## config.mk

```make
export PLATFORM = sky130hd
export DESIGN_NAME = uart_tick_gen
export DESIGN_NICKNAME = d
export VERILOG_FILES = /design/src/rtl/uart_tick_gen.sv
export SDC_FILE = /design/constraint.sdc
export NUM_CORES = 1
export LEC_CHECK = 0
export ABC_AREA = 1
export BUFFER_PORTS_ARGS = -buffer_cell sky130_fd_sc_hd__buf_4
export CORE_MARGIN = 1.5
export CORE_UTILIZATION = 60
export DETAILED_ROUTE_END_ITERATION = 12
export PLACE_DENSITY = 0.86
export SLEW_MARGIN = 0
export SYNTH_ARGS = -nofsm -noshare
export SYNTH_HDL_FRONTEND = slang
export SYNTH_SLANG_ARGS = --single-unit
```

## constraint.sdc

```tcl
create_clock -name clk -period 3.4 [get_ports clk]
set_input_delay 0.85 -clock clk [delete_from_list [all_inputs] [get_ports clk]]
set_output_delay 0.85 -clock clk [all_outputs]
set_load 0.1 [all_outputs]
```

## src/rtl/uart_tick_gen.sv

```systemverilog
// Oversampling UART timebase: fractional divisor -> sample/mid/bit clock-enable pulses.
// Divisor changes are staged in a shadow register and only take effect on a bit boundary.
module uart_tick_gen #(
  parameter int DIV_W       = 16,
  parameter int FRAC_W      = 4,
  parameter int OVS         = 16,
  parameter int DEFAULT_DIV = 326,
  localparam int IDX_W      = (OVS > 1) ? $clog2(OVS) : 1
) (
  input  logic              clk,
  input  logic              reset,
  input  logic              i_enable,
  input  logic [DIV_W-1:0]  i_div_int,
  input  logic [FRAC_W-1:0] i_div_frac,
  input  logic              i_div_load,
  input  logic              i_resync,
  output logic              o_sample_tick,
  output logic              o_mid_tick,
  output logic              o_bit_tick,
  output logic [IDX_W-1:0]  o_sample_idx,
  output logic              o_div_err
);

  localparam logic [IDX_W-1:0] MID_IDX  = IDX_W'(OVS/2 - 1);
  localparam logic [IDX_W-1:0] LAST_IDX = IDX_W'(OVS - 1);
  localparam logic [DIV_W:0]   CNT_ONE  = (DIV_W+1)'(1);
  localparam logic [DIV_W-1:0] DIV_MIN  = DIV_W'(2);

  // One extra counter bit so div = 2^DIV_W-1 plus the fractional carry cannot overflow.
  logic [DIV_W:0]    r_cnt;
  logic [FRAC_W-1:0] r_acc;
  logic              r_ext;
  logic [DIV_W-1:0]  r_div_act, r_div_shd;
  logic [FRAC_W-1:0] r_frac_act, r_frac_shd;
  logic              r_pend;
  logic [IDX_W-1:0]  r_idx;
  logic              r_sample, r_mid, r_bit, r_err;

  logic [DIV_W:0]    w_per_m1;
  logic              w_term;
  logic              w_last;
  logic              w_ld_err;
  logic [DIV_W-1:0]  w_ld_div;
  logic [FRAC_W:0]   w_acc_sum;

  assign w_per_m1  = {1'b0, r_div_act} + {{DIV_W{1'b0}}, r_ext} - CNT_ONE;
  // >= rather than == so an immediate divisor shrink while idle cannot strand the counter.
  assign w_term    = i_enable && (r_cnt >= w_per_m1);
  assign w_last    = w_term && (r_idx == LAST_IDX);
  assign w_ld_err  = (i_div_int < DIV_MIN);
  assign w_ld_div  = w_ld_err ? DIV_MIN : i_div_int;
  assign w_acc_sum = {1'b0, r_acc} + {1'b0, r_frac_act};

  always_ff @(posedge clk or posedge reset) begin
    if (reset) begin
      r_cnt      <= '0;
      r_acc      <= '0;
      r_ext      <= 1'b0;
      r_div_act  <= DIV_W'(DEFAULT_DIV);
      r_div_shd  <= DIV_W'(DEFAULT_DIV);
      r_frac_act <= '0;
      r_frac_shd <= '0;
      r_pend     <= 1'b0;
      r_idx      <= '0;
      r_sample   <= 1'b0;
      r_mid      <= 1'b0;
      r_bit      <= 1'b0;
      r_err      <= 1'b0;
    end else begin
      if (i_div_load) r_err <= w_ld_err;
      if (i_div_load && i_resync) begin
        r_div_act  <= w_ld_div;
        r_frac_act <= i_div_frac;
        r_div_shd  <= w_ld_div;
        r_frac_shd <= i_div_frac;
        r_pend     <= 1'b0;
      end else if (i_div_load) begin
        r_div_shd  <= w_ld_div;
        r_frac_shd <= i_div_frac;
        r_pend     <= 1'b1;
      end else if (r_pend && (i_resync || !i_enable || w_last)) begin
        r_div_act  <= r_div_shd;
        r_frac_act <= r_frac_shd;
        r_pend     <= 1'b0;
      end

      r_sample <= 1'b0;
      r_mid    <= 1'b0;
      r_bit    <= 1'b0;
      if (i_resync) begin
        r_cnt <= '0;
        r_idx <= '0;
        r_acc <= '0;
        r_ext <= 1'b0;
      end else begin
        // Index advances the cycle after the pulse so the output index matches mid/bit.
        if (r_sample) r_idx <= (r_idx == LAST_IDX) ? '0 : r_idx + IDX_W'(1);
        if (w_term) begin
          r_cnt          <= '0;
          r_sample       <= 1'b1;
          r_mid          <= (r_idx == MID_IDX);
          r_bit          <= (r_idx == LAST_IDX);
          {r_ext, r_acc} <= w_acc_sum;
        end else if (i_enable) begin
          r_cnt <= r_cnt + CNT_ONE;
        end
      end
    end
  end

  assign o_sample_tick = r_sample;
  assign o_mid_tick    = r_mid;
  assign o_bit_tick    = r_bit;
  assign o_sample_idx  = r_idx;
  assign o_div_err     = r_err;

endmodule

```

### Word-level counts from Yosys, hierarchy flattened

Cells that the tools add are included.

* flip-flop bits (word level): 71
* input bits: 25
* output and inout bits: 8
* logic and storage cells: 67

* $add $sub $neg: 5
* magnitude comparators: 2
* equality and inequality tests: 3
* multiplexer cells: 30
* reductions and logical operators: 14

Operators with widths (count)
* 16-bit 2-to-1 mux: 6
* 17-bit 2-to-1 mux: 3
* 4-bit 2-to-1 mux: 10
* 16-bit by 1-bit adder with 17-bit output: 1
* 17-bit by 1-bit adder with 17-bit output, second input constant: 1
* 17-bit >= comparator: 1
* 17-bit by 1-bit subtractor with 17-bit output, second input constant: 1
* 16-bit by 2-bit < comparator with 1-bit output, second input constant: 1
* 1-bit 2-to-1 mux: 11
* 2-bit nonzero test: 4
* 3-bit nonzero test: 2
* 4-bit by 4-bit adder with 5-bit output: 1
* 4-bit by 1-bit adder with 4-bit output, second input constant: 1
* 4-bit by 3-bit == test with 1-bit output, second input constant: 1
* 4-bit == test, second input constant: 1
* 1-bit logical AND: 4
* 1-bit logical OR: 2
* 2-bit by 1-bit inequality test with 1-bit output, second input constant: 1
* 2-bit AND reduction: 1
* 1-bit logical NOT: 1

### Longest topological paths before layout

* depth after elaboration: 10
* mapped depth: 24
* depth with buffers taken out: 23

### Worst setup path after synthesis

OpenSTA, ideal clock, no wires.

* kind: flip-flop to flip-flop
* from: register r_ext
* to: register r_div_act[0]
* setup time: 0.117 ns
* arrival: 2.765 ns
* required time: 3.283 ns
* path slack: 0.518 ns
* stages on the path, launching flop included: 25
* buffers on the path: 1
* clock period less this slack: 2.882 ns
* path through: dfrtp_1 -> inv_1 -> ha_1 -> ha_1 -> nand2_1 -> nor2_1 -> nand3_1 -> nor2_1 -> nand2_1 -> o21ai_0 -> a21boi_1 -> ha_1 -> nand2_1 -> inv_1 -> nor2_1 -> o21ai_0 -> nor2_1 -> nand3_2 -> nand2_1 -> nand2_1 -> nand2_2 -> nand2_2 -> buf_6 -> nand2_1 -> nand2_1

* word-level cells in the longest chain between the ends: 9

Ends and longest elaborated chain
* start: declaration: RTL line 32 `logic r_ext;`
* start signal: assignment: RTL line 103 `{r_ext, r_acc} <= w_acc_sum;`
* 16-bit by 1-bit adder with 17-bit output: RTL line 46 `assign w_per_m1 = {1'b0, r_div_act} + {{DIV_W{1'b0}}, r_ext} - CNT_ONE;`
* 17-bit by 1-bit subtractor with 17-bit output: RTL line 46
* 17-bit >= comparator: RTL line 48 `assign w_term = i_enable && (r_cnt >= w_per_m1);`
* 1-bit logical AND: RTL line 48
* 1-bit logical AND: RTL line 49 `assign w_last = w_term && (r_idx == LAST_IDX);`
* 1-bit logical OR: RTL line 81 `end else if (r_pend && (i_resync || !i_enable || w_last)) begin`
* 1-bit logical AND: RTL line 81
* 2-bit nonzero test (no source line)
* 2-bit AND reduction (no source line)
* end signal: assignment: RTL line 59 `r_div_act <= DIV_W'(DEFAULT_DIV);`
* end signal: assignment: RTL line 72 `r_div_act <= w_ld_div;`
* end signal: assignment: RTL line 82 `r_div_act <= r_div_shd;`
* end: declaration: RTL line 33 `logic [DIV_W-1:0] r_div_act, r_div_shd;`

Every way passes these cells.
A chain may end at the register's enable or synchronous reset.

### Final worst setup path

* from: register r_div_act[0]
* to: register r_div_act[5]

* word-level cells in the longest chain between the ends: 9

Ends and longest elaborated chain (RTL line)
* 16-bit by 1-bit adder with 17-bit output: 46
* 17-bit by 1-bit subtractor with 17-bit output: 46
* 17-bit >= comparator: 48
* 1-bit logical AND: 48
* 1-bit logical AND: 49
* 1-bit logical OR: 81
* 1-bit logical AND: 81
* 2-bit nonzero test (no source line)
* 2-bit AND reduction (no source line)

Every way passes these cells.

==> impl_results.md <==
* DIE WIDTH at 86.33 µm
* PwrDens at ~430 nW/µm²
* Synth Area in Compound Gates at 0.08438
* #FFs+latches synth at slightly above 70
* CTS Buffer Depth at 2
* Critical path class: reg2reg
* Global-route wire length before repair at 15.75 mm
* Area Growth Syn to Fin at 16.49%
* Tot Pwr at 2.102 mW
* Required time worst endpoint at 3.69 ns
* Final Cell Area at 4853 µm²
* Initial Util at 0.6167
* Clock Latency Late Sink at between 0.3 and 0.4 ns
* Fmax at around 300 MHz
* Clk_skew at 0.01266 ns
* Remaining antenna violation count at 0
* Netlist cell types at 36
* Total global-route track usage at 0.2690
* NetSw at 0.6704 mW
* Antenna cells at 0
* Post-synthesis adder-cell area fraction at 0.07988
* Drc violations at 0
* Worst EP arrival at 3.61 ns
* Largest net degree at the start of global routing at 45
* Most frequent cells in the layout: nand2_1, dfrtp_1, inv_1
* Pleak at ~2.5 nW
* Mapped Cells at 532
* TritonCTS sink count at slightly above 70
* Fin nets at 619
* Mapped Nets at approximately 580
* Hold Path Class: reg2reg
* Worst rel slew slack at 0.3032
* Endpoint type of the worst setup path: flip-flop
* Final setup viols at 0
* Ys flop type: dfrtp_1
* Yosys warnings at 0
* Full die area at 7453 µm²
* Hold Vio Cnt, Final at 0
* Post-synth EDFFs at 0
* CP Launch Type: flip-flop
* Gpl congestion at between 0.8 and 0.9
* Clk network pwr share at 0.318
* Average cell area after synthesis at 7.832 µm²
* Post-DP HPWL at 6.539 mm
* Post-synthesis cell area at 4166 µm²
* Routed WL per cell at between 10 and 15 µm
* XOR/XNOR Fraction of Synth Area at 0.04204
* Post-synth ARST share at 1.000
* Max VDD drop at 0.2935 mV
* Total number of vias at 3677
* Switching share of power at 0.3190
* Share of cells above drive strength 1 at 0.1885
* Area share of and/or/nand/nor cells after synthesis at 0.2832
* CTS tree: yes
* CTS clk-pin slew, worst paths at around 0.08 ns
* Worst Max-Slew Pin Slew at 1.043 ns
* Placed inst area at 4469 µm²
* Vias in the first global route at 3609
* Total core area at 6756 µm²
* Num CTS Buffers at 9
* Die Y-Extent at 86.33 µm
* Initial DRC Count at 215
* Combinational share of power at 0.215
* CTS Root Cell: clkbuf_8
* Vias per cell at 5.631
* IO Count at 33
* Part of the power in registers at 0.467
* DRT Pass-1 Iters at 5
* H-Tree Level Count at 3
* DRT Wirelength at 9.725 mm
* Critical Path Fanout Max at 6
* Post-route clock period utilization at 0.9759
* Largest family of logic cells by synthesized area: simple AND/OR/NAND/NOR gates
* Sequential area share after synthesis at 0.4288
* Cell Int Power at 1.431 mW
* Most common cell after layout, fill and taps aside: nand2_1
* Total gr overflow at 0
* Antenna violations before repair at 0
* Max Cap Viol at 0
* Row Count at 30
* Outcome: finished clean
* Min Tclk post-route at 3.318 ns
* Post-synthesis mux area share at 0
* PortBufs at 32
* Slew Limit Fails at 0
-- layout make-up --
class	instances	area, µm²
clock buffers	10	127.6
clock inverters	6	61.31
fillers	514	1903
inverters	68	255.2
multi-input cells	378	2145
flip-flops and latches	71	1788
well taps	80	100.1
repair buffers	40	376.6
-- Yosys cell counts (4+ instances only) --
| cell type | n | area share |
|---|---|---|
| nand2_1 | 140 | 0.13 |
| xor2_1 | 15 | 0.032 |
| xnor2_1 | 5 | 0.011 |
| a21oi_1 | 9 | 0.011 |
| nand4_1 | 5 | 0.0075 |
| dfrtp_1 | 63 | 0.38 |
| ha_1 | 25 | 0.075 |
| nand3_1 | 44 | 0.053 |
| inv_1 | 65 | 0.059 |
| dfstp_2 | 8 | 0.050 |
| nor2_1 | 39 | 0.035 |
| clkbuf_1 | 10 | 0.0090 |
| nand2_2 | 7 | 0.011 |
| nor2_2 | 5 | 0.0075 |
| nor4_1 | 4 | 0.0060 |
| nor3_1 | 8 | 0.0096 |
| o21ai_0 | 48 | 0.058 |
-- routing by layer --
metal / up-vias / track usage / part of all wire / routed length (µm)
li1: 1775 / - / - / -
met1: 1767 / 0.3348 / 0.42 / 4047
met2: 118 / 0.4531 / 0.51 / 4994
met3: 17 / 0.05143 / 0.050 / 491
met4: 0 / 0.1261 / 0.020 / 191
met5: - / 0 / 0 / 0
-- worst max-delay path, cell delays in order (launching register included) --
cell and delay, ns:
dfrtp_1 0.41, inv_2 0.09, ha_4 0.14, ha_2 0.19, nand2_2 0.08, nor2_2 0.12, nand3_2 0.10, nor2_2 0.11
nand2_1 0.08, o21ai_0 0.17, a21boi_2 0.18, ha_1 0.25, nand2_1 0.09, nor2_2 0.05, nand2_1 0.08, nor2_1 0.05
nor2_1 0.11, nand3_2 0.13, nand2_1 0.10, nand2_1 0.11, nand2_4 0.22, clkbuf_16 0.19, nand3_1 0.08, nand2_1 0.12
-- final timing paths --
path	to	cells past startpoint	slack, ns	start
worst max-delay path	r_div_act[5]$_DFFE_PP0P_	23	0.08	r_div_act[0]$_DFFE_PP0P_
worst min-delay path	r_div_shd[0]$_DFFE_PP0P_	2	0.49	r_div_shd[0]$_DFFE_PP0P_
worst max register to register	r_div_act[5]$_DFFE_PP0P_	23	0.08	r_div_act[0]$_DFFE_PP0P_
worst min register to register	r_div_shd[0]$_DFFE_PP0P_	2	0.49	r_div_shd[0]$_DFFE_PP0P_
max in group asynchronous	r_div_shd[8]$_DFFE_PP1P_	3	2.13	reset
min in group asynchronous	o_sample_idx[2]$_DFFE_PP0P_	2	0.56	reset
-- power by group through the flow --
stage                     Sequential, mW  Clock [mW]  Combinational [mW]
final                              0.982       0.668               0.452
after detailed placement           0.988           0               0.401
after CTS                          0.972       0.671               0.409
after global routing               0.988       0.707               0.513
after floorplan                    0.972           0               0.301
after global placement             0.983           0               0.376
-- per-stage QoR --
stage	setup WS, ns	hold WS, ns	setup TNS (ns)	std cells	utilization
after detailed placement	-0.001451	0.4735	-0.001451	631	0.6615
after global routing	-0.1761	0.5132	-2.766	653	0.7183
after CTS	0.02588	0.4917	0	647	0.6915
after floorplan	0.5180	0.4534	0	532	-
after global placement	0.2450	0.4666	0	631	0.6615
final	0.08182	0.4890	0	653	0.7183
-- kinds of logic (layout without fill, tap and decap cells) --
group,Yosys count,count (layout)
AO/OA/AOI/OAI,67,67
flip-flops,71,71
adder cells (fa/ha/maj),26,26
XOR/XNOR,20,20
AND/OR/NAND/NOR,264,265
buffers and inverters,84,124
-- state kept, by name (all words and copies together) (netlist names), 4 cells and up --
| register | cells |
|---|---|
| r_cnt | 17 |
| o_sample_idx | 4 |
| r_div_act | 16 |
| r_acc | 4 |
| r_frac_act | 4 |
| r_div_shd | 16 |
| r_frac_shd | 4 |
-- repair_timing --
item                                    CTS  global route
hold buffers                              0             0
buffers inserted                          0             2
cloned                                    0             4
endpoints found under the setup margin   19            39
gates resized for setup                   3            26
pin swaps                                 0             8
No activity file was read; power rests on OpenSTA's default activity.
